### config.mk
export PLATFORM = sky130hd
export DESIGN_NAME = shift_add_mul_8bit
export DESIGN_NICKNAME = d
export VERILOG_FILES = /design/src/rtl/shift_add_mul_8bit_pkg.sv /design/src/rtl/shift_add_mul_8bit_adder.sv /design/src/rtl/shift_add_mul_8bit.sv
export SDC_FILE = /design/constraint.sdc
export NUM_CORES = 1
export LEC_CHECK = 0
export CORE_MARGIN = 8
export CORE_UTILIZATION = 47
export DETAILED_ROUTE_END_ITERATION = 7
export PLACE_DENSITY = 0.75
export SETUP_SLACK_MARGIN = 0.3
export SLEW_MARGIN = 20
export SYNTH_ARGS = -nofsm -noshare
export SYNTH_HDL_FRONTEND = slang
export SYNTH_SLANG_ARGS = --single-unit
### constraint.sdc
create_clock -name clk -period 3.4 [get_ports clk]
set_clock_uncertainty 0.05 [all_clocks]
set_input_delay 0.51 -clock clk [delete_from_list [all_inputs] [get_ports clk]]
set_output_delay 0.51 -clock clk [all_outputs]
set_load 0.01 [all_outputs]
### src/rtl/shift_add_mul_8bit_pkg.sv
// Shared definitions for the shift-and-add multiplier: FSM encoding,
// default operand width and iteration-counter sizing.
package shift_add_mul_8bit_pkg;

    localparam int DEFAULT_WIDTH = 8;

    typedef enum logic [1:0] {
        IDLE = 2'd0,
        RUN  = 2'd1,
        DONE = 2'd2
    } state_e;

    // Counter must hold the value WIDTH itself, hence the extra bit.
    function automatic int cnt_width(input int w);
        return $clog2(w) + 1;
    endfunction

    localparam int CNT_W = cnt_width(DEFAULT_WIDTH);

endpackage

### src/rtl/shift_add_mul_8bit_adder.sv
// Ripple-carry adder built from a chain of single-bit full adders.
module shift_add_mul_8bit_adder
    import shift_add_mul_8bit_pkg::*;
#(
    parameter int WIDTH = DEFAULT_WIDTH
) (
    input  logic [WIDTH-1:0] a,
    input  logic [WIDTH-1:0] b,
    input  logic             cin,
    output logic [WIDTH-1:0] sum,
    output logic             cout
);

    logic [WIDTH:0] carry;

    assign carry[0] = cin;

    generate
        for (genvar gi = 0; gi < WIDTH; gi++) begin : g_fa
            assign sum[gi]     = a[gi] ^ b[gi] ^ carry[gi];
            assign carry[gi+1] = (a[gi] & b[gi]) | (carry[gi] & (a[gi] ^ b[gi]));
        end
    endgenerate

    assign cout = carry[WIDTH];

endmodule

### src/rtl/shift_add_mul_8bit.sv
// Sequential unsigned multiplier: one shift-and-add step per cycle,
// result registered on p with a single-cycle done pulse.
module shift_add_mul_8bit
    import shift_add_mul_8bit_pkg::*;
#(
    parameter int WIDTH = DEFAULT_WIDTH
) (
    input  logic               clk,
    input  logic               rst_n,
    input  logic               start,
    input  logic [WIDTH-1:0]   x,
    input  logic [WIDTH-1:0]   y,
    output logic               busy,
    output logic               done,
    output logic [2*WIDTH-1:0] p
);

    localparam int CW = cnt_width(WIDTH);

    state_e          state_q, state_d;
    logic [CW-1:0]   count_q, count_d;
    logic            done_q;

    logic            load;
    logic            step;
    logic            capture;

    logic [WIDTH-1:0]   mcand_q;
    logic [WIDTH-1:0]   acc_hi_q;
    logic [WIDTH-1:0]   acc_lo_q;
    logic [2*WIDTH-1:0] p_q;
    logic [WIDTH-1:0]   addend;
    logic [WIDTH-1:0]   sum;
    logic               cout;

    // Control: state, iteration counter and the registered done pulse
    always_ff @(posedge clk) begin
        if (!rst_n) begin
            state_q <= IDLE;
            count_q <= '0;
            done_q  <= 1'b0;
        end else begin
            state_q <= state_d;
            count_q <= count_d;
            done_q  <= (state_q == DONE);
        end
    end

    always_comb begin
        state_d = state_q;
        count_d = count_q;
        case (state_q)
            IDLE: begin
                if (start) begin
                    state_d = RUN;
                    count_d = '0;
                end
            end
            RUN: begin
                count_d = count_q + CW'(1);
                if (count_q == CW'(WIDTH - 1)) begin
                    state_d = DONE;
                end
            end
            DONE:    state_d = IDLE;
            default: state_d = IDLE;
        endcase
    end

    always_comb begin
        load    = (state_q == IDLE) && start;
        step    = (state_q == RUN);
        capture = (state_q == DONE);
        busy    = step;
        done    = done_q;
    end

    assign addend = acc_lo_q[0] ? mcand_q : '0;

    shift_add_mul_8bit_adder #(
        .WIDTH (WIDTH)
    ) u_adder (
        .a    (acc_hi_q),
        .b    (addend),
        .cin  (1'b0),
        .sum  (sum),
        .cout (cout)
    );

    // Datapath: the carry-out becomes the new MSB so no product bit is lost
    always_ff @(posedge clk) begin
        if (!rst_n) begin
            mcand_q  <= '0;
            acc_hi_q <= '0;
            acc_lo_q <= '0;
            p_q      <= '0;
        end else begin
            if (load) begin
                mcand_q  <= x;
                acc_hi_q <= '0;
                acc_lo_q <= y;
            end else if (step) begin
                {acc_hi_q, acc_lo_q} <= {cout, sum, acc_lo_q[WIDTH-1:1]};
            end
            if (capture) begin
                p_q <= {acc_hi_q, acc_lo_q};
            end
        end
    end

    assign p = p_q;

endmodule

==> flow_metrics.tcl, run 1 <==
set metrics [dict create \
    finalNetCount 298 \
    maxCapViolCount 0 \
    grt_pass1_wl_um 7086 \
    tritoncts "done" \
    ir_drop_v 0.0003105 \
    synth_top_area_cell "dfxtp_1" \
    rows 24 \
    fmaxAchievable_mhz 295.5 \
    avgViaCountPerCell 5.071 \
    grt_usage 0.1335 \
    drc_errors 0 \
    worstMarginPinSlew_ns 0.9376 \
    gp_congestion 0.8019 \
    synth_xor_xnor_area_share 0 \
    yosysWarningCount 0 \
    ys_seq_area_frac 0.4508 \
    antenna_found_initial 0 \
    cts_root_buffer "clkbuf_8" \
    syn_avg_cell_area_um2 8.696 \
    drt_first_pass_iters 4 \
    worstPathCellList "and2_4 -> ha_4 -> inv_2 -> fa_2 -> inv_2 -> fa_2 -> fa_2 -> fa_2 -> fa_2 -> fa_2 -> inv_2 -> fa_1 -> a211oi_2" \
    core_mm2 0.004324 \
    overflow 0 \
    synthMuxAreaShare 0.004796 \
    finalHoldViolations 0 \
    total_power_mw 1.068 \
    grt_max_degree 41 \
    die_area_mm2 0.006829 \
    drv_slew 0 \
    avgRoutedWirePerCell_um 13.59 \
    finalCritPeriodShare 0.9954 \
    post-route-min-period_ns 3.384 \
    final_util 0.5972 \
    syn_to_final_growth_pct 23.74 \
    cts_setup_buffers 0 \
    ant_nets 0 \
    routed_wl_um 4390 \
    clk-insertion-delay-late_ns 0.31 \
    p_per_area_mw_per_mm2 413.6 \
    dpl_cell_area_mm2 0.002472 \
    dp_hpwl_um 3110 \
    syn-instance-count 240 \
    max-slew-margin-rel 0.3722 \
    portBuffers 36 \
    ff2ff_setup_slack_ns 0.02 \
    critPathLaunchType "flop" \
    clk_path_buf_depth 2 \
    required_ns 3.58 \
    ctsHoldBuffers 0 \
    regArea_um2 942.2 \
    endpoint_kind "flop" \
    cts_buffers 5 \
    ys_ff_latch 47 \
    fill_cells 399 \
    die_w_um 82.64 \
    multi_input_comb_area_mm2 0.001051 \
    synth_nets 268 \
    worstHoldPathType "reg -> reg" \
    synth_area_mm2 0.002087 \
    cp_common_cell "fa_2" \
    p_leak_nw 0.9005 \
    yosys.area_share.simple 0.1936 \
    drt-initial-drc-count 151 \
    synthArstFlopShare 0 \
    vias 1638 \
    synth_largest_type_area_fraction 0.4508 \
    crit_type "reg -> reg" \
    path_max_fanout 2 \
    initial_utilization 0.4826 \
    ios 37 \
    stdcell_area_mm2 0.002582 \
    drive_above_1_share 0.1218 \
    synthDistinctLibCells 30 \
    setup_viol 0 \
    ys.flop_type "dfxtp_1" \
    critPathSlowestCell "fa_1" \
    synth_edf_count 0 \
    outcome "complete, no violations" \
    rsz0062_at_grt "yes" \
    antennaDiodeCount 0 \
    cts_sinks 47 \
    synthAdderAreaFrac 0.07914 \
    htree_levels 2 \
    die_y_um 82.64 \
    timing.final.ws_setup_ns 0.01556 \
    synth.area.top_cells "dfxtp_1 45%, nand2_1 13%, a21boi_0 7.6%, fa_1 6.7%, a21oi_1 4.6%" \
    synth_top_family_by_area "compound AO/OA/AOI/OAI gates" \
    grt_pass1_vias 1501 \
    cp.arrival_ns 3.57 \
    crit_path_max_incr_delay_ns 0.41 \
    synth_compound_area_frac 0.2092 \
    clkTransAtPathRegs_ns 0.09 \
    place_ws_ns -0.007769 \
]
[cell usage in the layout, fill, tap and decap left out, types with 2 or more instances in the layout]
| cell | n |
|---|---|
| clkdlybuf4s50_1 | 36 |
| nor3_1 | 2 |
| a211oi_1 | 2 |
| nand2_1 | 72 |
| inv_2 | 3 |
| nor2_1 | 3 |
| o21a_1 | 2 |
| fa_2 | 6 |
| a21oi_1 | 19 |
| and2_1 | 7 |
| clkbuf_8 | 7 |
| nor2b_1 | 2 |
| buf_4 | 4 |
| o21ai_0 | 3 |
| dfxtp_1 | 46 |
| a21boi_1 | 5 |
| a21boi_0 | 21 |
| nand2b_1 | 3 |
| o22ai_1 | 2 |
| o21ai_2 | 6 |
| inv_1 | 5 |
| nand3_1 | 2 |
[flip-flops by register name (all words and copies together) (netlist names)]
signal / count
done: 1
acc_hi_q: 8
p: 16
state_q: 2
count_q: 4
mcand_q: 8
acc_lo_q: 8
[area by class of cell]
cell class | instances | area share
multi-input combinational | 168 | 0.4070
timing repair buffer | 40 | 0.1512
tap | 52 | 0.02519
clock buffer | 7 | 0.03731
inverter | 8 | 0.01163
clock inverter | 1 | 0.002907
sequential | 47 | 0.3648
[per-layer routing]
layer / track usage / part of all wire / vias up
li1: - / - / 842
met1: 0.1668 / 0.45 / 757
met2: 0.2185 / 0.48 / 34
met3: 0.03247 / 0.056 / 5
met4: 0.04828 / 0.013 / 0
met5: 0 / 0 / -
[cells in the mapped netlist (2+ instances only)]
| library cell | count |
|---|---|
| nand2b_1 | 3 |
| nor3_1 | 2 |
| inv_1 | 8 |
| buf_6 | 3 |
| ha_1 | 2 |
| o21ai_2 | 6 |
| clkbuf_1 | 4 |
| nor2_1 | 3 |
| and2_1 | 8 |
| buf_2 | 8 |
| o21ai_0 | 3 |
| a21boi_0 | 21 |
| a21oi_1 | 19 |
| nand2_1 | 72 |
| nor2b_1 | 2 |
| o21a_1 | 2 |
| a211oi_1 | 3 |
| o22ai_1 | 2 |
| nand3_1 | 2 |
| fa_1 | 7 |
| dfxtp_1 | 47 |
| a21boi_1 | 5 |
[stage by stage]
stage	hold slack (ns)	instances	setup TNS [ns]
finish	0.4044	323	0
global route	0.4288	323	-0.04939
CTS	0.4081	323	0
detailed placement	0.3979	315	-0.007769
global placement	0.3946	315	0
floorplan	0.3881	240	-0.03219
[worst max-delay path: cells and delay by family, from the launching register on]
family	cells	cell delay, ns
buffers and inverters	3	0.15
flip-flops	1	0.32
adder cells (fa/ha/maj)	8	2.46
AND/OR/NAND/NOR	1	0.16
AO/OA/AOI/OAI	1	0.18
[power by group]
group	internal [mW]	switching (mW)
Clock	0.185	0.188
Sequential	0.570	0.0165
Combinational	0.0516	0.0571
[cells by family (layout without fill, tap and decap cells)]
family                   after synthesis  in the layout
AND/OR/NAND/NOR                       94             94
flip-flops                            47             47
multiplexers                           1              1
adder cells (fa/ha/maj)                9              9
buffers and inverters                 25             56
AO/OA/AOI/OAI                         64             64
[worst paths after layout]
path / depth (start not counted) / start / endpoint
worst max register to register: 13 / acc_lo_q[0] / acc_hi_q[6]
worst min register to register: 2 / p[10] / p[10]
worst max-delay path: 13 / acc_lo_q[0] / acc_hi_q[6]
worst min-delay path: 2 / p[10] / p[10]
[timing repair]
action / CTS / global route
gates resized for setup: 1 / 1
endpoints found under the setup margin: 2 / 3
pin swaps: 1 / 1
Note: power is estimated with default switching activity, not from simulation.
==> run 2, diff against run 1 <==
Settings changed: SETUP_SLACK_MARGIN 0.3 to 0.2.
==> run 2 against run 1 <==
Die area is the same. First-iteration DRC count shrank 18%. Combinational power is essentially flat. Non-clock buffer count grew 1. Routed wire length shrank 2.3%. Worst setup slack gained 0.00057 ns. Core utilization shrank 0.41 points. Critical path type unchanged.
==> flow_metrics.tcl, run 2 (synthesized netlist as in run 1, its figures left out) <==
set metrics [dict create \
    outcome "complete, no violations" \
    die_y_um 82.64 \
    regArea_um2 942.2 \
    drt_first_pass_iters 4 \
    worstHoldPathType "reg -> reg" \
    fin_cells 322 \
    total_power_mw 1.004 \
    crit_path_max_incr_delay_ns 0.41 \
    antenna_found_initial 0 \
    drv_slew 0 \
    max-slew-margin-rel 0.4168 \
    die_w_um 82.64 \
    fmaxAchievable_mhz 295.5 \
    portBuffers 36 \
    rsz0062_at_grt "yes" \
    cp.arrival_ns 3.56 \
    htree_levels 2 \
    finalCritPeriodShare 0.9953 \
    avgRoutedWirePerCell_um 13.32 \
    gp_congestion 0.7610 \
    dpl_cell_area_mm2 0.002460 \
    die_area_mm2 0.006829 \
    setup_viol 0 \
    initial_utilization 0.4826 \
    finalNetCount 299 \
    antennaDiodeCount 0 \
    stdcell_area_mm2 0.002565 \
    ios 37 \
    clk_path_buf_depth 2 \
    fill_cells 399 \
    worstMarginPinSlew_ns 0.8709 \
    cts_sinks 47 \
    place_ws_ns -0.05941 \
    multi_input_comb_area_mm2 0.001057 \
    cp_top_family "adder cells" \
    cts_root_buffer "clkbuf_8" \
    overflow 0 \
    syn_to_final_growth_pct 22.90 \
    crit_type "reg -> reg" \
    layout_common_cells "71 x nand2_1, 46 x dfxtp_1, 36 x clkdlybuf4s50_1" \
    cts_buffers 5 \
    finalHoldViolations 0 \
    worstPathCellList "and2_4 -> ha_4 -> inv_2 -> fa_2 -> inv_2 -> fa_2 -> fa_2 -> fa_2 -> fa_2 -> fa_2 -> inv_2 -> fa_1 -> a211oi_2" \
    whs_path_depth 2 \
    path_depth 13 \
    endpoint_kind "flop" \
    drc_errors 0 \
    grt_max_degree 27 \
    grt_usage 0.1342 \
    final_common_cell "nand2_1" \
    dp_hpwl_um 3065 \
    critPathSlowestCell "fa_1" \
    p_leak_nw 0.8923 \
    core_mm2 0.004324 \
    p_per_area_mw_per_mm2 391.4 \
    grt_pass1_vias 1476 \
    largest_reg_flops 16 \
    ctsHoldBuffers 0 \
    post-route-min-period_ns 3.384 \
    grt_pass1_wl_um 6886 \
    critPathLaunchType "flop" \
    cts_setup_buffers 0 \
    reg2reg_depth 13 \
    timing.final.ws_setup_ns 0.01614 \
    required_ns 3.57 \
    path_buf_inv 3 \
    drive_above_1_share 0.1222 \
    path_max_fanout 2 \
    routed_wl_um 4289 \
    cp_common_cell "fa_2" \
    clk-insertion-delay-late_ns 0.30 \
    vias 1623 \
    maxCapViolCount 0 \
    avgViaCountPerCell 5.040 \
    whs_ns 0.4050 \
    dp_cells 316 \
    final_util 0.5932 \
    ant_nets 0 \
    ir_drop_v 0.0002169 \
    setup_tns_ns 0 \
    drt-initial-drc-count 124 \
    tritoncts "done" \
    clkTransAtPathRegs_ns 0.08 \
    rows 24 \
]
[run 2: final cells by class]
class | instances | area share
sequential | 47 | 0.3673
multi-input combinational | 168 | 0.4122
tap | 52 | 0.02537
inverter | 8 | 0.01171
clock buffer | 6 | 0.02829
timing repair buffer | 41 | 0.1551
[run 2: worst paths after layout]
path          startpoint           to  slack, ns
max          acc_lo_q[0]  acc_hi_q[6]       0.02
max reg2reg  acc_lo_q[0]  acc_hi_q[6]       0.02
min                p[10]        p[10]       0.40
min reg2reg        p[10]        p[10]       0.40
[run 2: power by group]
| group | switching, mW | total [mW] | internal [mW] |
|---|---|---|---|
| logic | 0.0572 | 0.110 | 0.0530 |
| registers | 0.0160 | 0.586 | 0.570 |
| clock network | 0.171 | 0.308 | 0.137 |
[run 2: per-layer routing]
layer / wire [um] / GRT usage
met4: 44 / 0.05345
met1: 1949 / 0.1693
met3: 220 / 0.03680
met2: 2075 / 0.2122
met5: 0 / 0
[run 2: worst reg2reg max path: cells and delay by family, from the launching register on]
family                     cells  cell delay, ns
buffers and inverters          3            0.14
DFF                            1            0.32
adders and majority gates      8            2.45
and+or+nand+nor                1            0.15
AOI/OAI and AO/OA              1            0.18
[run 2: repair_timing]
action / in CTS / in global routing
pin swaps: 0 / 1
resized for setup: 3 / 9
endpoints found under the setup margin: 1 / 3
